$ cat src/rtl/vseq_pkg.sv
// Shared definitions for the vector sequencer: opcodes, FSM states, decode controls.
package vseq_pkg;

  localparam int unsigned OP_W = 3;

  localparam logic [OP_W-1:0] OP_A0   = 3'b000;
  localparam logic [OP_W-1:0] OP_A1   = 3'b001;
  localparam logic [OP_W-1:0] OP_ILL0 = 3'b010;
  localparam logic [OP_W-1:0] OP_ILL1 = 3'b011;
  localparam logic [OP_W-1:0] OP_B    = 3'b100;
  localparam logic [OP_W-1:0] OP_MEM  = 3'b101;
  localparam logic [OP_W-1:0] OP_A2   = 3'b110;
  localparam logic [OP_W-1:0] OP_A3   = 3'b111;

  typedef enum logic [1:0] {
    ST_IDLE = 2'd0,
    ST_EXEC = 2'd1,
    ST_FIN  = 2'd2
  } state_e;

  typedef struct packed {
    logic we_a;
    logic we_b;
    logic we_mem;
    logic mux0;
    logic mux1;
    logic mux2;
  } ctrl_t;

  localparam int unsigned CTRL_W = $bits(ctrl_t);

  // Opcodes that are accepted but report an error instead of executing.
  function automatic logic op_illegal(input logic [OP_W-1:0] op);
    return (op == OP_ILL0) || (op == OP_ILL1);
  endfunction

endpackage

$ cat src/rtl/vseq_decode.sv
// Opcode to datapath-control lookup; illegal opcodes decode to all zeros.
module vseq_decode
  import vseq_pkg::*;
(
  input  logic [OP_W-1:0]   op_i,
  output logic [CTRL_W-1:0] ctrl_o
);

  ctrl_t ctrl;

  // Fixed control table, fields ordered we_a, we_b, we_mem, mux0, mux1, mux2.
  always_comb begin
    ctrl = '0;
    case (op_i)
      OP_A0, OP_A1, OP_A2: ctrl = '{we_a: 1'b1, we_b: 1'b0, we_mem: 1'b0,
                                    mux0: 1'b0, mux1: 1'b0, mux2: 1'b1};
      OP_B:                ctrl = '{we_a: 1'b0, we_b: 1'b1, we_mem: 1'b0,
                                    mux0: 1'b0, mux1: 1'b1, mux2: 1'b0};
      OP_MEM:              ctrl = '{we_a: 1'b0, we_b: 1'b0, we_mem: 1'b1,
                                    mux0: 1'b1, mux1: 1'b1, mux2: 1'b0};
      OP_A3:               ctrl = '{we_a: 1'b1, we_b: 1'b0, we_mem: 1'b0,
                                    mux0: 1'b0, mux1: 1'b0, mux2: 1'b0};
      default:             ctrl = '0;
    endcase
    ctrl_o = ctrl;
  end

endmodule

$ cat src/rtl/vec_sequencer.sv
// Vector instruction sequencer: steps one element per unstalled cycle and
// drives datapath enables. Optional done counter enabled by VSEQ_PERF_EN.
module vec_sequencer
  import vseq_pkg::*;
#(
  parameter int unsigned VLEN_W = 4
) (
  input  logic              clk,
  input  logic              rst,
  input  logic              instr_valid,
  output logic              instr_ready,
  input  logic [OP_W-1:0]   op_code,
  input  logic [VLEN_W-1:0] vlen,
  input  logic              stall,
  output logic [VLEN_W-1:0] elem_idx,
  output logic              we_a_reg,
  output logic              we_b_reg,
  output logic              we_mem,
  output logic              mux0,
  output logic              mux1,
  output logic              mux2,
  output logic              busy,
  output logic              done,
  output logic              err
`ifdef VSEQ_PERF_EN
  ,
  output logic [15:0]       instr_count
`endif
);

  state_e              state_q, state_d;
  logic [OP_W-1:0]     op_q, op_d;
  logic [VLEN_W-1:0]   vlen_q, vlen_d;
  logic [VLEN_W-1:0]   idx_q, idx_d;
  logic                err_q, err_d;
  logic [CTRL_W-1:0]   dec_bits;
  ctrl_t               dec;

  vseq_decode u_decode (
    .op_i   (op_q),
    .ctrl_o (dec_bits)
  );

  assign dec = ctrl_t'(dec_bits);

  // State and instruction registers.
  always_ff @(posedge clk) begin
    if (rst) begin
      state_q <= ST_IDLE;
      op_q    <= '0;
      vlen_q  <= '0;
      idx_q   <= '0;
      err_q   <= 1'b0;
    end else begin
      state_q <= state_d;
      op_q    <= op_d;
      vlen_q  <= vlen_d;
      idx_q   <= idx_d;
      err_q   <= err_d;
    end
  end

  // Next-state: accept in IDLE, step elements in EXEC, single FIN cycle.
  always_comb begin
    state_d = state_q;
    op_d    = op_q;
    vlen_d  = vlen_q;
    idx_d   = idx_q;
    err_d   = err_q;
    case (state_q)
      ST_IDLE: begin
        if (instr_valid) begin
          op_d   = op_code;
          vlen_d = vlen;
          idx_d  = '0;
          err_d  = op_illegal(op_code);
          state_d = op_illegal(op_code) ? ST_FIN : ST_EXEC;
        end
      end
      ST_EXEC: begin
        // Terminating on idx==vlen also stops at all-ones without wrapping.
        if (!stall) begin
          if (idx_q == vlen_q) begin
            state_d = ST_FIN;
          end else begin
            idx_d = idx_q + VLEN_W'(1);
          end
        end
      end
      ST_FIN: begin
        state_d = ST_IDLE;
        idx_d   = '0;
        err_d   = 1'b0;
      end
      default: begin
        state_d = ST_IDLE;
      end
    endcase
  end

  // Outputs: enables gated by stall in EXEC, muxes hold decode while stalled.
  always_comb begin
    instr_ready = 1'b0;
    busy        = 1'b0;
    done        = 1'b0;
    err         = 1'b0;
    we_a_reg    = 1'b0;
    we_b_reg    = 1'b0;
    we_mem      = 1'b0;
    mux0        = 1'b0;
    mux1        = 1'b0;
    mux2        = 1'b0;
    elem_idx    = idx_q;
    case (state_q)
      ST_IDLE: instr_ready = 1'b1;
      ST_EXEC: begin
        busy     = 1'b1;
        we_a_reg = dec.we_a   & ~stall;
        we_b_reg = dec.we_b   & ~stall;
        we_mem   = dec.we_mem & ~stall;
        mux0     = dec.mux0;
        mux1     = dec.mux1;
        mux2     = dec.mux2;
      end
      ST_FIN: begin
        busy = 1'b1;
        done = 1'b1;
        err  = err_q;
      end
      default: ;
    endcase
  end

`ifdef VSEQ_PERF_EN
  logic [15:0] cnt_q;

  // Count error-free completions; wraps naturally at 16 bits.
  always_ff @(posedge clk) begin
    if (rst) begin
      cnt_q <= '0;
    end else if ((state_q == ST_FIN) && !err_q) begin
      cnt_q <= cnt_q + 16'd1;
    end
  end

  assign instr_count = cnt_q;
`endif

endmodule

$ cat config.mk
export PLATFORM = sky130hd
export DESIGN_NAME = vec_sequencer
export DESIGN_NICKNAME = d
export VERILOG_FILES = /design/src/rtl/vseq_pkg.sv /design/src/rtl/vseq_decode.sv /design/src/rtl/vec_sequencer.sv
export SDC_FILE = /design/constraint.sdc
export NUM_CORES = 1
export LEC_CHECK = 0
export ABC_AREA = 1
export CAP_MARGIN = 10
export CORE_MARGIN = 4
export CORE_UTILIZATION = 41
export CTS_CLUSTER_DIAMETER = 60
export DETAILED_ROUTE_END_ITERATION = 10
export HOLD_SLACK_MARGIN = 0.12
export PLACE_DENSITY_LB_ADDON = 0.15
export RECOVER_POWER = 100
export SETUP_SLACK_MARGIN = 0.3
export SLEW_MARGIN = 30
export SYNTH_ARGS = -nofsm -noshare
export SYNTH_HDL_FRONTEND = slang
export SYNTH_SLANG_ARGS = --single-unit
$ cat constraint.sdc
create_clock -name clk -period 1.3 [get_ports clk]
set_input_delay 0.26 -clock clk [delete_from_list [all_inputs] [get_ports clk]]
set_output_delay 0.26 -clock clk [all_outputs]
set_load 0.02 [all_outputs]
==> results of run 1 <==
## power by group
group	internal [mW]	leakage (nW)	switching, mW
clock network	0.170	0.0210	0.156
registers	0.540	0.118	0.0989
logic	1.14	0.554	1.22
total	1.85	0.693	1.47
## worst paths after layout
check,slack [ns],to,depth (start not counted),startpoint
max,-0.39,we_mem,6,state_q[1]
min,0.49,vlen_q[1],2,vlen_q[1]
max reg2reg,-0.23,elem_idx[1],10,state_q[0]
min reg2reg,0.49,vlen_q[1],2,vlen_q[1]
## worst max-delay path, delay by kind of cell (launching register included)
kind                     cells  cell delay (ns)
adder cells (fa/ha/maj)      1             0.15
buffers and inverters        4             0.51
AND/OR/NAND/NOR              1             0.15
flip-flops                   1             0.34
## through the flow
step	setup TNS [ns]	total power, mW
after floorplan	-1.15	1.56
after global placement	-5.90	2.05
after detailed placement	-6.52	2.08
after CTS	-4.75	2.88
after global routing	-6.71	3.51
final	-5.44	3.33
## cells in the mapped netlist
library cell,instances
ha_1,5
o21ai_0,8
nand4_1,3
a211oi_1,1
nand2_2,5
xor2_1,2
nor3_1,2
a21oi_1,12
nand3_1,6
nand3_2,1
nor2_1,10
inv_1,19
nor2_4,3
nand2_1,26
buf_2,2
o211ai_1,1
nor4_1,1
dfxtp_1,14
## per-layer routing
layer,share of wire (%),GRT usage [%]
met3,4.1,4.23
met1,39,22.3
met5,0,0
met2,56,43.8
met4,1.2,8.94
## cells in the final DEF, fill, tap and decap left out, types with 3 or more instances in the layout
master and instances:
dfxtp_2 3, dfxtp_4 3, nand2_4 3, nand3_2 3
nand4_1 3, a21oi_2 8, a21oi_1 4, nor2_1 10
inv_1 12, nand2_2 10, buf_4 16, buf_6 20
nor2_4 3, nand2_1 17, nand3_1 4, o21ai_2 5
inv_2 3, clkdlybuf4s50_1 10, dfxtp_1 8, clkbuf_4 3
ha_4 3
## flip-flops by register name, indices dropped and copies added (netlist names)
register and flops:
elem_idx 4, err_q 1, op_q 3, state_q 2
vlen_q 4
## repair_timing
action,4_1_cts,5_1_grt
hold buffers,0,0
gates cloned,1,0
gates resized for setup,126,28
endpoints found under the setup margin,28,28
buffers inserted,4,5
pin swaps,12,21
## cell families (layout without fill, tap and decap cells)
family | after synthesis | count (layout) | synth area share (%)
and+or+nand+nor | 57 | 57 | 33.1
AOI/OAI and AO/OA | 22 | 22 | 13.8
xor gates and xnor gates | 2 | 2 | 2.11
adders and majority gates | 5 | 5 | 7.52
DFF | 14 | 14 | 33.7
buffers and inverters | 21 | 71 | 9.77
## cell type report
class	count	area [µm²]	area share, %
Clock buffer	4	36.3	2.25
Inverter	19	85.1	5.27
Multi-Input combinational cell	86	684	42.4
Sequential cell	14	295	18.3
Tap cell	27	33.8	2.09
Timing Repair Buffer	48	480	29.7
==> results by group, run 1 <==
Drt
  • Drt pass-1 iters: 4
  • Post-Route WL: 2920 µm
  • DR vias: approximately 1000
  • Starting DRT DRC Count: 19
  • WL/cell: 14.7 µm
  • Routed Antenna Nets: 0
  • DRC viols: 0
  • Routed vias/inst: ~5.1

Place
  • Dpl cell area: about 1300 µm²
  • IO Port Bufs: 24
  • Dpl hpwl: 1740 µm
  • Placed insts: 184
  • DP Worst Slack: -0.675 ns
  • RePlAce Congestion: 0.802

Critical path
  • CP peak stage delay: 0.34 ns
  • Crit-path slowest cell: dfxtp_2
  • Crit Path Category: register to primary output
  • Worst EP required: 1.04 ns
  • Crit end category: primary output
  • Critical path fanouts, max: 5
  • Crit path cell chain: inv_2, ha_4, clkinvlp_4, buf_12, nor3_4, buf_6
  • Worst setup SP type: register
  • CP arrival: between 1 and 1.5 ns

STA
  • # setup viols final: 24
  • Worst-margin pin slew: roughly 0.53 ns
  • RSZ-0062 raised after global routing: yes
  • Fin Clk Skew: a little under 0.0004 ns
  • Slack of the critical path: -0.392 ns
  • F_max: 591 MHz
  • Tmin final: between 1.5 and 2 ns
  • Count of final max-slew check failures: 0
  • Final Hold Vio Count: 0
  • Hold Slack: approximately 0.49 ns
  • Slew margin rel.: between 60% and 70%
  • Fin crit share: 130%

Power
  • Peak VDD IR: about 2000 µV
  • Power Density: 2060 nW/µm²
  • Leak: 0.693 nW

Clocking
  • H-tree levels: 1
  • Clock Tree Buf Depth: 2
  • CTS root buf: clkbuf_4
  • Worst skew pair latency: ~0.28 ns
  • Worst-path clk slew: approximately 0.09 ns
  • Clock Sinks: 14
  • Total CTS buffers: 3
  • CTS tree: done

Synth
  • Cell Area, Synth: between 800 and 900 µm²
  • Post-Syn Nets: 137
  • Top cell type's share of synthesized area: between 30% and 40%
  • Post-synthesis register bit count: 14
  • Synth Instances: 121
  • Area contributors post-synth: dfxtp_1, nand2_1, inv_1, ha_1, a21oi_1
  • Mapped Avg Cell Area: roughly 6.9 µm²
  • Cell taking the most area after synthesis: dfxtp_1
  • Synth warnings: 0
  • Synth cell types: 18
  • Sequential area share after synthesis: around a third

Final layout
  • Final #Nets: ~190
  • Layout cells sized above 1: between 50% and 60%
  • Post-route cell area: between 1500 and 2000 µm²
  • Post-Route Utilization: between 80% and 90%
  • Area Overhead vs Synth: 94.1%
  • Post-Layout Cell Count: a little under 200
  • # diodes: 0
  • Fillcell total: 117

Die
  • Ports: 25
  • Starting Density: roughly 43%
  • Die area: between 2000 and 3000 µm²
  • Core area: approximately 1900 µm²
  • Die X: 53.1 µm
  • # rows: 16
  • Die Ht: between 50 and 60 µm

Global routing
  • Vias in the first global route: 1042
  • Grt total ovfl: 0
  • GRT Overall Usage: 22.3%
  • Initial antenna violation count: 0
  • Largest net degree at the start of global routing: 10
  • First-pass GRT wire length: 4530 µm

Flow run
  • Max-cap violations: 0

Run status
  • Failing checks: negative setup slack
  • Status: finished with violations

Min path
  • Worst Hold Class: register to register
Power figures use the tool's default switching activity.
==> run 2: changes to the inputs <==
--- a/config.mk
+++ b/config.mk
@@ -5,14 +5,13 @@
 export SDC_FILE = /design/constraint.sdc
 export NUM_CORES = 1
 export LEC_CHECK = 0
-export ABC_AREA = 1
 export CAP_MARGIN = 10
 export CORE_MARGIN = 4
-export CORE_UTILIZATION = 41
+export CORE_UTILIZATION = 42
 export CTS_CLUSTER_DIAMETER = 60
 export DETAILED_ROUTE_END_ITERATION = 10
 export HOLD_SLACK_MARGIN = 0.12
-export PLACE_DENSITY_LB_ADDON = 0.15
+export PLACE_DENSITY = 0.82
 export RECOVER_POWER = 100
 export SETUP_SLACK_MARGIN = 0.3
 export SLEW_MARGIN = 30
==> results by group, run 2 <==
Synth
  • Area contributors post-synth: dfxtp_1, ha_1, nand3_1, nand2_1, a21oi_1
  • Post-synthesis mux area share: under 10%
  • Cell Area, Synth: between 800 and 900 µm²
  • Synth async-reset ratio: 0%
  • Post-synthesis adder-cell area fraction: under 10%
  • Main combinational cell family by area after synthesis: simple AND/OR/NAND/NOR gates
  • Top_reg_cell synth: dfxtp_1
  • Synth Instances: a little over 100
  • XOR/XNOR share of the synthesized area: 4.96%
  • Synth warnings: 0
  • EDFF count, synth: 0
  • Post-synthesis register bit count: 14
  • Compound-Gate Fraction of Synth Area: about 18%
  • Post-Syn Nets: about 120
  • Synth cell types: 39
  • Cell taking the most area after synthesis: dfxtp_1
  • Top cell type's share of synthesized area: a little under a third
  • Top cells by count, synth: dfxtp_1, nand2_1, nand3_1
  • Mapped Avg Cell Area: 8.65 µm²
  • Sequential area share after synthesis: 31.8%
  • Simple-gate area share of the yosys netlist: 30.8%

Drt
  • Drt pass-1 iters: 4
  • Routed vias/inst: around 6
  • DRC viols: 0
  • WL/cell: roughly 22 µm
  • Routed Antenna Nets: 0
  • Post-Route WL: 4150 µm
  • Starting DRT DRC Count: 39
  • DR vias: about 1100

STA
  • Hold Slack: 0.508 ns
  • F_max: between 500 and 600 MHz
  • RSZ-0062 raised after global routing: yes
  • Fin crit share: 135%
  • Setup TNS: -6.93 ns
  • # setup viols final: 24
  • Slack of the critical path: -0.454 ns
  • Final Hold Vio Count: 0
  • Count of final max-slew check failures: 0
  • Fin Clk Skew: 0.0177 ns
  • Tmin final: around 1.8 ns
  • Slew margin rel.: around 81%
  • Worst-margin pin slew: 0.289 ns

Power
  • Total power: about 3.3 mW
  • Clk pwr share: 10.6%
  • Net Switching: between 1 and 1.5 mW
  • Peak VDD IR: 1850 µV
  • Logic pwr share: 71.0%
  • Pint: around 1.9 mW
  • Power Density: between 1500 and 2000 nW/µm²
  • Switch share: 42.2%
  • Leak: just under 0.7 nW
  • Seq pwr share: ~18%

Critical path
  • Reg2Reg Launch Point: state_q[1]
  • Crit end category: primary output
  • Crit path cell chain: inv_2, ha_4, and3b_2, and2_4, nor2b_4, buf_6
  • Crit-path slowest cell: dfxtp_2
  • Worst EP required: approximately 1.0 ns
  • CP peak stage delay: approximately 0.37 ns
  • Crit Path Category: register to primary output
  • Worst setup SP type: register
  • R2r endpoint: state_q[1]
  • Cells on worst reg2reg path: 9
  • Critical Path Source: state_q[1]
  • CP arrival: about 1.5 ns
  • R2r setup slk: -0.38 ns
  • Critical path fanouts, max: 3

Die
  • Die area: 2900 µm²
  • # rows: 16
  • Die X: 53.8 µm
  • Ports: 25
  • Die Ht: between 50 and 60 µm
  • Starting Density: 44.5%
  • Core area: slightly below 2000 µm²

Min path
  • Worst Hold Class: register to register
  • Worst Hold Depth: 2
  • Worst Hold End: op_q[1]
  • Hold_sp: op_q[1]

Final layout
  • Post-Layout Cell Count: around 190
  • Layout cells sized above 1: ~70%
  • Most frequent cells in the layout: buf_6, buf_4, clkdlybuf4s50_1, nand2_2, a21oi_2
  • Post-Route Utilization: between 80% and 90%
  • Area Overhead vs Synth: 99.6%
  • Post-route cell area: 1760 µm²
  • # diodes: 0
  • Final #Nets: approximately 180
  • Most common cell after layout, fill and taps aside: buf_6

Clocking
  • Clock Sinks: 14
  • Clock Tree Buf Depth: 2
  • Worst skew pair latency: around 0.3 ns
  • Worst-path clk slew: about 0.090 ns
  • CTS tree: done
  • H-tree levels: 1
  • Total CTS buffers: 3
  • CTS root buf: clkbuf_4
  • Hold buffers post-CTS: 0

Place
  • Dpl hpwl: about 2000 µm
  • Dpl cell area: 1370 µm²
  • Placed insts: 168
  • DP Worst Slack: -0.629 ns
  • RePlAce Congestion: roughly 0.84
  • IO Port Bufs: 24

Global routing
  • GRT Overall Usage: 27.1%
  • First-pass GRT wire length: ~5500 µm
  • Initial antenna violation count: 0
  • Grt total ovfl: 0
  • Vias in the first global route: ~1200
  • Largest net degree at the start of global routing: 14

Run status
  • Failing checks: negative setup slack
  • Status: finished with violations

Flow run
  • Max-cap violations: 0
## run 2: logic make-up (layout without fill, tap and decap cells)
| group | count (synthesis) | count (layout) |
|---|---|---|
| fa+ha+maj | 5 | 5 |
| flops | 14 | 14 |
| mux | 1 | 1 |
| simple gates | 48 | 48 |
| buf+inv | 8 | 65 |
| xor+xnor | 5 | 5 |
| compound gates | 21 | 21 |
## run 2: metal layers
layer,GRT usage (%),vias up,share of wire [%]
li1,-,484,-
met1,27.5,535,36
met2,49.8,71,52
met3,5.26,25,6.4
met4,17.0,0,5.7
met5,0,-,0
## run 2: area by class of cell
class	count	area, µm²
clock buffers	4	36.3
fillers	74	221
inverters	4	20.0
multi-input cells	80	808
flip-flops and latches	14	303
well taps	27	33.8
repair buffers	57	559
## run 2: what timing repair did
action	in CTS	in global routing
setup buffers	7	7
pin swaps	23	2
endpoints found under the setup margin	28	28
hold endpoints to repair	0	0
gates resized for setup	114	27
## run 2: power by group through the flow
stage / sequential, mW / combinational (mW) / clock, mW
floorplan: 0.608 / 0.931 / 0
global placement: 0.589 / 1.40 / 0
detailed placement: 0.595 / 1.43 / 0
CTS: 0.585 / 1.88 / 0.337
global route: 0.609 / 2.44 / 0.379
finish: 0.606 / 2.34 / 0.351
## run 2: worst max path at each step
stage,end,slack (ns)
floorplan,we_mem,-0.16
global placement,we_a_reg,-0.60
detailed placement,we_a_reg,-0.63
finish,we_mem,-0.45
CTS,we_mem,-0.38
global route,we_mem,-0.49
## run 2: critical path, delay by kind of cell (launching register included)
kind                       cells  cell delay, ns
and+or+nand+nor                3            0.49
DFF                            1            0.37
buffers and inverters          2            0.19
adders and majority gates      1            0.16
